<file path="config.mk">
export PLATFORM = sky130hd
export DESIGN_NAME = bram_pingpong_ctrl
export DESIGN_NICKNAME = d
export VERILOG_FILES = /design/src/rtl/bram_pingpong_ctrl.sv
export SDC_FILE = /design/constraint.sdc
export NUM_CORES = 1
export LEC_CHECK = 0
export BUFFER_PORTS_ARGS = -buffer_cell sky130_fd_sc_hd__buf_2
export CORE_ASPECT_RATIO = 0.8
export CORE_MARGIN = 4
export CORE_UTILIZATION = 58
export CTS_BUF_LIST = sky130_fd_sc_hd__clkbuf_2 sky130_fd_sc_hd__clkbuf_4 sky130_fd_sc_hd__clkbuf_8
export CTS_CLUSTER_SIZE = 30
export DETAILED_ROUTE_END_ITERATION = 16
export PLACE_DENSITY = 0.94
export SYNTH_ARGS = -nofsm -noshare
export SYNTH_HDL_FRONTEND = slang
export SYNTH_SLANG_ARGS = --single-unit
</file>
<file path="constraint.sdc">
create_clock -name clk -period 3.78 [get_ports clk]
set_input_delay 0.378 -clock clk [delete_from_list [all_inputs] [get_ports clk]]
set_output_delay 0.378 -clock clk [all_outputs]
set_load 0.1 [all_outputs]
</file>
<file path="src/rtl/bram_pingpong_ctrl.sv">
// Ping-pong scheduler for two frame BRAMs shared by the disparity-filter writer and the frame reader.
// Tracks per-buffer ownership so a buffer is never written while read; the reader always gets the newest full frame.
module bram_pingpong_ctrl #(
    parameter int unsigned CNT_W = 16
) (
    input  logic             clk,
    input  logic             reset_n,
    input  logic             wr_frame_req,
    input  logic             writer_idle,
    output logic             wr_start,
    output logic             wr_bram_index,
    input  logic             rd_req,
    input  logic             rd_done,
    output logic             rd_start,
    output logic             rd_bram_index,
    output logic [1:0]       buf0_state,
    output logic [1:0]       buf1_state,
    output logic [CNT_W-1:0] overwrite_count,
    output logic [CNT_W-1:0] skip_count
);

    typedef enum logic [1:0] {
        B_FREE    = 2'd0,
        B_WRITING = 2'd1,
        B_FULL    = 2'd2,
        B_READING = 2'd3
    } buf_e;

    typedef enum logic [1:0] {
        W_IDLE   = 2'd0,
        W_LAUNCH = 2'd1,
        W_BUSY   = 2'd2
    } wstate_e;

    typedef enum logic {
        R_IDLE = 1'b0,
        R_BUSY = 1'b1
    } rstate_e;

    localparam logic [CNT_W-1:0] CNT_ONE = {{(CNT_W-1){1'b0}}, 1'b1};

    wstate_e          w_state_q, w_state_d;
    rstate_e          r_state_q, r_state_d;
    buf_e             buf_q [2];
    buf_e             buf_d [2];
    logic             newest_q, newest_d;
    logic             wr_idx_q, wr_idx_d;
    logic             rd_idx_q, rd_idx_d;
    logic             wr_start_q, wr_start_d;
    logic             rd_start_q, rd_start_d;
    logic [CNT_W-1:0] ovw_q, ovw_d;
    logic [CNT_W-1:0] skip_q, skip_d;

    logic wr_accept, wr_done, rd_avail, rd_grant, rd_release;
    logic wr_sel, rd_sel;

    assign wr_accept  = (w_state_q == W_IDLE) && wr_frame_req && writer_idle;
    assign wr_done    = (w_state_q == W_BUSY) && writer_idle;
    assign rd_avail   = (buf_q[0] == B_FULL) || (buf_q[1] == B_FULL);
    assign rd_grant   = (r_state_q == R_IDLE) && rd_req && rd_avail;
    assign rd_release = (r_state_q == R_BUSY) && rd_done;

    // Free first, then whichever buffer the reader does not hold, else the stale full one.
    always_comb begin
        wr_sel = ~newest_q;
        if (buf_q[0] == B_FREE)         wr_sel = 1'b0;
        else if (buf_q[1] == B_FREE)    wr_sel = 1'b1;
        else if (buf_q[0] == B_READING) wr_sel = 1'b1;
        else if (buf_q[1] == B_READING) wr_sel = 1'b0;
    end

    always_comb begin
        rd_sel = 1'b1;
        if ((buf_q[0] == B_FULL) && (buf_q[1] == B_FULL)) rd_sel = newest_q;
        else if (buf_q[0] == B_FULL)                        rd_sel = 1'b0;
    end

    always_ff @(posedge clk) begin
        if (!reset_n) begin
            w_state_q  <= W_IDLE;
            r_state_q  <= R_IDLE;
            buf_q[0]   <= B_FREE;
            buf_q[1]   <= B_FREE;
            newest_q   <= 1'b0;
            wr_idx_q   <= 1'b0;
            rd_idx_q   <= 1'b0;
            wr_start_q <= 1'b0;
            rd_start_q <= 1'b0;
            ovw_q      <= '0;
            skip_q     <= '0;
        end else begin
            w_state_q  <= w_state_d;
            r_state_q  <= r_state_d;
            buf_q[0]   <= buf_d[0];
            buf_q[1]   <= buf_d[1];
            newest_q   <= newest_d;
            wr_idx_q   <= wr_idx_d;
            rd_idx_q   <= rd_idx_d;
            wr_start_q <= wr_start_d;
            rd_start_q <= rd_start_d;
            ovw_q      <= ovw_d;
            skip_q     <= skip_d;
        end
    end

    always_comb begin
        w_state_d = w_state_q;
        case (w_state_q)
            W_IDLE:   if (wr_accept) w_state_d = W_LAUNCH;
            W_LAUNCH: w_state_d = W_BUSY;
            W_BUSY:   if (writer_idle) w_state_d = W_IDLE;
            default:  w_state_d = W_IDLE;
        endcase

        r_state_d = r_state_q;
        case (r_state_q)
            R_IDLE:  if (rd_grant) r_state_d = R_BUSY;
            R_BUSY:  if (rd_done) r_state_d = R_IDLE;
            default: r_state_d = R_IDLE;
        endcase
    end

    // Both FSMs act on registered buffer states; ownership exclusivity keeps their updates disjoint.
    always_comb begin
        buf_d[0]   = buf_q[0];
        buf_d[1]   = buf_q[1];
        newest_d   = newest_q;
        wr_idx_d   = wr_idx_q;
        rd_idx_d   = rd_idx_q;
        wr_start_d = 1'b0;
        rd_start_d = 1'b0;
        ovw_d      = ovw_q;
        skip_d     = skip_q;

        if (wr_accept) begin
            buf_d[wr_sel] = B_WRITING;
            wr_idx_d      = wr_sel;
            wr_start_d    = 1'b1;
            if ((buf_q[wr_sel] == B_FULL) && (ovw_q != '1)) ovw_d = ovw_q + CNT_ONE;
        end
        if (wr_frame_req && !wr_accept && (skip_q != '1)) skip_d = skip_q + CNT_ONE;
        if (wr_done) begin
            buf_d[wr_idx_q] = B_FULL;
            newest_d        = wr_idx_q;
        end
        if (rd_grant) begin
            buf_d[rd_sel] = B_READING;
            rd_idx_d      = rd_sel;
            rd_start_d    = 1'b1;
        end
        if (rd_release) buf_d[rd_idx_q] = B_FREE;
    end

    assign wr_start        = wr_start_q;
    assign wr_bram_index   = wr_idx_q;
    assign rd_start        = rd_start_q;
    assign rd_bram_index   = rd_idx_q;
    assign buf0_state      = buf_q[0];
    assign buf1_state      = buf_q[1];
    assign overwrite_count = ovw_q;
    assign skip_count      = skip_q;

endmodule

</file>
=== Word level (Yosys, flattened, before mapping) ===
Memory sizes are Yosys's and may differ from the RTL's.
Cells that the tools add are included.

* Output and inout port bits: 40
* Memories: 1
* Input bits: 6
* Flip-flop bits (word level): 40
* RAM bits: 4
* Word-level logic and storage cells: 98

{| class="wikitable"
|+ Memories
! name !! words !! bits a word !! read ports !! clocked after memory_dff !! write ports !! line !! RTL
|-
| buf_q || 2 || 2 || 3 || 0 || 2 || 44 || <nowiki>buf_e buf_q [2];</nowiki>
|}

* Eq/ne operators: 11
* Mux-type cells: 29
* $lt $le $gt $ge: 8
* Bitwise operators: 17
* Reductions and logical operators: 21
* Add/subtract/negate cells: 2

{| class="wikitable"
|+ Operator list
! cell !! count
|-
| adder 16 x 1 -> 16 bit, second input constant || 2
|-
| != test 16 bit, second input constant || 2
|-
| 2-to-1 mux 2 bit || 8
|-
| 2-to-1 mux 4 bit || 4
|-
| logical AND 1 bit || 14
|-
| == test 2 bit, second input constant || 6
|-
| 2-to-1 mux 1 bit || 11
|-
| demux 2 bit (select 1 bit) || 4
|-
| >= comparator 2 bit, second input constant || 4
|-
| less-than comparator 2 x 1 -> 1 bit, second input constant || 4
|-
| NOT 1 -> 2 bit || 4
|-
| logical NOT 2 bit || 3
|-
| one-hot mux 2 bit (3 select lines) || 1
|-
| AND 2 bit || 2
|-
| AND 4 bit || 1
|-
| != test 2 bit, second input constant || 2
|-
| NOT 2 bit || 2
|-
| NOT 4 bit || 1
|-
| bitwise OR 2 bit || 2
|-
| bitwise OR 4 bit || 1
|-
| AND reduction 2 bit || 2
|-
| == test 2 x 1 -> 1 bit, second input constant || 1
|-
| NOT 1 bit || 2
|-
| bitwise OR 1 bit || 2
|-
| other kinds (3) || 3
|}

=== Logic depth before layout (Yosys ltp) ===
* Depth in word-level cells: 20
* Mapped depth: 6
* Mapped depth without buffers: 6

=== Worst setup path after synthesis ===
Ideal clock, no wire load.

* Kind: register to register
* Start: register ovw_q[0] (netlist: overwrite_count[0])
* End: register ovw_q[2] (netlist: overwrite_count[2])
* Cell stages (with the launch flop): 7
* Setup time: 128 ps
* Buffers on the path: 0
* Data arrival time: 2,437 ps
* Data required time: 3,652 ps
* Path slack: 1,215 ps
* Clock period less this slack: 2,565 ps
* Cell sequence: dfxtp_1 > ha_1 > nand4_1 > or4_4 > and4_4 > xnor2_1 > nor2_1

* Word-level cells in the longest chain between the ends: 3
* Elaborated cells between the ends (all ways): 4
* Those cells by class: 1 x add/sub; 1 x eq/ne; 2 x reduce/logical

{| class="wikitable"
|+ RTL lines
! item !! line !! RTL
|-
| start: declaration || 51 || <nowiki>logic [CNT_W-1:0] ovw_q, ovw_d;</nowiki>
|-
| start signal: assignment || 101 || <nowiki>ovw_q <= ovw_d;</nowiki>
|-
| branches (longest 3 deep; another with adder 16 x 1 -> 16 bit) || - ||
|}

Several ways; the timed one is not identified.
A chain may end at the register's enable or synchronous reset.

=== Worst setup path after layout ===
* Start: register w_state_q[0]
* End: register skip_q[14] (netlist: skip_count[14])

* Word-level cells in the longest chain between the ends: 6

{| class="wikitable"
|+ RTL lines
! item !! line !! RTL
|-
| start: declaration || 42 || <nowiki>wstate_e w_state_q, w_state_d;</nowiki>
|-
| start signal: assignment || 92 || <nowiki>w_state_q <= w_state_d;</nowiki>
|-
| logical NOT 2 bit || 57 || <nowiki>assign wr_accept = (w_state_q == W_IDLE) && wr_frame_req && writer_idle;</nowiki>
|-
| logical AND 1 bit (2 in a row) || 57 ||
|-
| logical NOT 1 bit || 141 || <nowiki>if (wr_frame_req && !wr_accept && (skip_q != '1)) skip_d = skip_q + CNT_ONE;</nowiki>
|-
| logical AND 1 bit (2 in a row) || 141 ||
|-
| end signal: assignment || 102 || <nowiki>skip_q <= skip_d;</nowiki>
|-
| end: declaration || 52 || <nowiki>logic [CNT_W-1:0] skip_q, skip_d;</nowiki>
|}

No other way between the ends.

==> metrics.md <==
| Metric | Value |
|---|---|
| Sequential-to-total area share from yosys stat | `0.405` |
| Multi-input logic area | `1250 um^2` |
| Worst setup margin | `1.60 ns` |
| DRC viols | `0` |
| First-pass GRT wire length | `8960 um` |
| Pre-antenna DRT Iters | `4` |
| Fmax | `460 MHz` |
| Crit path kind | `reg -> reg` |
| Layout filler cell count | `269` |
| Synth Flop Type | `dfxtp_1` |
| Syn Inst Count | `253` |
| Rows | `19` |
| YS warnings | `0` |
| Worst EP required | `3.99 ns` |
| Cell Count, Final, Fillers Out | `342` |
| Starting Density | `0.618` |
| Max-slew violations | `0` |
| Die width | `76.5 um` |
| Worst Skew | `0.0129 ns` |
| Reg clk slew, reported paths | `0.09 ns` |
| Die Y | `62.8 um` |
| Synth cell types | `52` |
| TritonCTS clock tree | `done` |
| Max-cap viol count | `0` |
| Syn Nets | `261` |
| Cell leakage power | `1.00 nW` |
| PD cells | `372 nW/um^2` |
| Peak VDD IR | `0.304 mV` |
| Status | `finished clean` |
| Final net count | `307` |
| Setup TNS | `0 ns` |
| Core footprint | `3520 um^2` |
| GP Congestion | `0.886` |
| RSZ-0062 raised after global routing | `no` |
| Dpl cell area | `2430 um^2` |
| Vias | `2088` |
| Flops & latches, synth | `44` |
| Register area | `881 um^2` |
| DP HPWL | `3570 um` |
| CP Buf/Inv Count | `0` |
| Placed insts | `334` |
| Startpoint types | `flip-flop` |
| Max-slew headroom | `0.338` |
| Hold Buf Count CTS | `0` |
| Largest stage delay on the critical path | `0.73 ns` |
| Total wire length | `5110 um` |
| Worst path cell trace | `or2b_2, o21ai_1, nor3_1, a31o_2, and3_1` |
| Post-synth EDFFs | `0` |
| Crit-path max FO | `15` |
| Total track usage | `0.224` |
| CTS root buf | `clkbuf_8` |
| Post-CTS Setup Inserts | `0` |
| Antenna Diode Count | `0` |
| Via density | `6.11` |
| Measured slew at the worst slew-check pin | `0.992 ns` |
| Arrival time at the worst endpoint | `2.38 ns` |
| Min Tclk post-route | `2.18 ns` |
| Routed WL per cell | `14.9 um` |
| Synthesized area per cell | `8.60 um^2` |
| # resized after CTS | `0` |
| Grt total ovfl | `0` |
| Hold WC Path Type | `in -> reg` |
| Delay-heaviest family, CP | `compound AO/OA/AOI/OAI gates` |
| Antenna violations before repair | `0` |
| Async SR Flop Fraction | `0` |
| IO Port Bufs | `45` |
| Hold WS | `0.399 ns` |
| Final worst-path cycle share | `0.576` |
| Bufs on Longest Clock Path | `2` |
| Final Hold Fails | `0` |
| Worst slack, placed | `1.49 ns` |
| # IOs | `46` |
| ANT nets after route | `0` |
| Final setup viols | `0` |
| Syn Std Cell Area | `2170 um^2` |
| Worst R2R Setup Slack | `1.60 ns` |
| Clock Latency Late Sink | `0.31 ns` |
| Clk sink count | `44` |
| Area growth syn-to-layout | `17.3%` |
| H-tree depth | `2` |
| Total CTS buffers | `5` |
| Vias in the first global route | `1978` |
| Final Cell Area | `2550 um^2` |
| Slowest cell on the critical path | `o21ai_1` |
| Iter 0 DRT Violations | `161` |
| Pin count of the biggest net entering global routing | `33` |
| Share of layout cells above drive strength 1 | `0.223` |
| Crit end category | `flip-flop` |
| Die area | `4800 um^2` |
## Yosys cell counts (2+ instances only)
cell type | instances | area share
a21oi_1 | 6 | 0.014
a31oi_1 | 3 | 0.0086
and2b_1 | 2 | 0.0069
and3_1 | 2 | 0.0058
and4_1 | 3 | 0.012
and4bb_2 | 2 | 0.012
clkbuf_1 | 5 | 0.0086
dfxtp_1 | 44 | 0.41
ha_1 | 2 | 0.012
inv_1 | 5 | 0.0086
mux2i_1 | 4 | 0.018
nand2_1 | 26 | 0.045
nand2b_1 | 5 | 0.014
nand3_1 | 15 | 0.035
nand4_1 | 7 | 0.020
nand4_2 | 2 | 0.012
nor2_1 | 36 | 0.062
nor2b_1 | 2 | 0.0058
nor3_1 | 11 | 0.025
nor3b_1 | 2 | 0.0069
nor4_1 | 6 | 0.017
nor4_2 | 2 | 0.012
o211a_1 | 2 | 0.0092
o211ai_1 | 2 | 0.0069
o21ai_0 | 8 | 0.018
or3_1 | 2 | 0.0058
or4_1 | 4 | 0.014
xnor2_1 | 16 | 0.064
xor2_1 | 4 | 0.016
## report_power, final
group | switching, mW | internal [mW]
logic | 0.0691 | 0.0177
clock network | 0.168 | 0.216
registers | 0.00902 | 0.470
## per-layer routing
| layer | part of all wire | GRT usage |
|---|---|---|
| met3 | 0.086 | 0.0720 |
| met2 | 0.45 | 0.362 |
| met4 | 0.012 | 0.0814 |
| met1 | 0.45 | 0.281 |
| met5 | 0 | 0 |
## cells in the final DEF (no fill, tap or decap), types with 3 or more instances in the layout
cell type	netlist	layout
xnor2_1	16	16
nor4_1	6	6
a21oi_1	6	6
dfxtp_1	44	44
nor2_1	36	36
xor2_1	4	4
and4_1	3	3
o21ai_0	8	8
inv_1	5	5
or4_1	4	4
mux2i_1	4	4
nand4_1	7	7
buf_2	1	45
nand2b_1	5	5
nor3_1	11	11
nand2_1	26	26
clkbuf_8	0	6
nand3_1	15	15
a31oi_1	3	3
## final cells by class
cell class / instances / area share
multi-input combinational: 198 / 0.491
sequential: 44 / 0.345
timing repair buffer: 45 / 0.0883
clock buffer: 6 / 0.0324
tap: 42 / 0.0206
clock inverter: 2 / 0.0152
inverter: 5 / 0.00736
## logic make-up (layout without fill, tap and decap cells)
| family | after synthesis | in the layout | synth area share |
|---|---|---|---|
| compound gates | 33 | 33 | 0.105 |
| xor+xnor | 20 | 20 | 0.0805 |
| fa+ha+maj | 3 | 3 | 0.0161 |
| buf+inv | 11 | 58 | 0.0196 |
| flops | 44 | 44 | 0.405 |
| mux | 4 | 4 | 0.0184 |
| simple gates | 138 | 138 | 0.356 |
## per-stage QoR
step / utilization / power, mW
final: 0.725 / 0.950
after global routing: 0.725 / 0.976
after CTS: 0.725 / 0.951
after detailed placement: 0.690 / 0.576
after global placement: 0.690 / 0.574
after floorplan: - / 0.559
## path summary, 6_finish.rpt
check                           from            endpoint  depth (start not counted)
setup reg to reg        w_state_q[0]      skip_count[14]                          5
setup / recovery        w_state_q[0]      skip_count[14]                          5
hold reg to reg   overwrite_count[1]  overwrite_count[1]                          2
hold / removal                rd_req            rd_start                          3
## sequential cells by signal (all words and copies together) (netlist names)
name / count
buf_q: 4
newest_q: 1
overwrite_count: 16
r_state_q: 1
rd_bram_index: 1
rd_start: 1
skip_count: 16
w_state_q: 2
wr_bram_index: 1
wr_start: 1
## worst reg2reg max path, cell delays in order, from the launching register on
cell and delay [ns]:
dfxtp_1 0.36, or2b_2 0.30, o21ai_1 0.73, nor3_1 0.24, a31o_2 0.30, and3_1 0.15
Power figures use the tool's default switching activity.
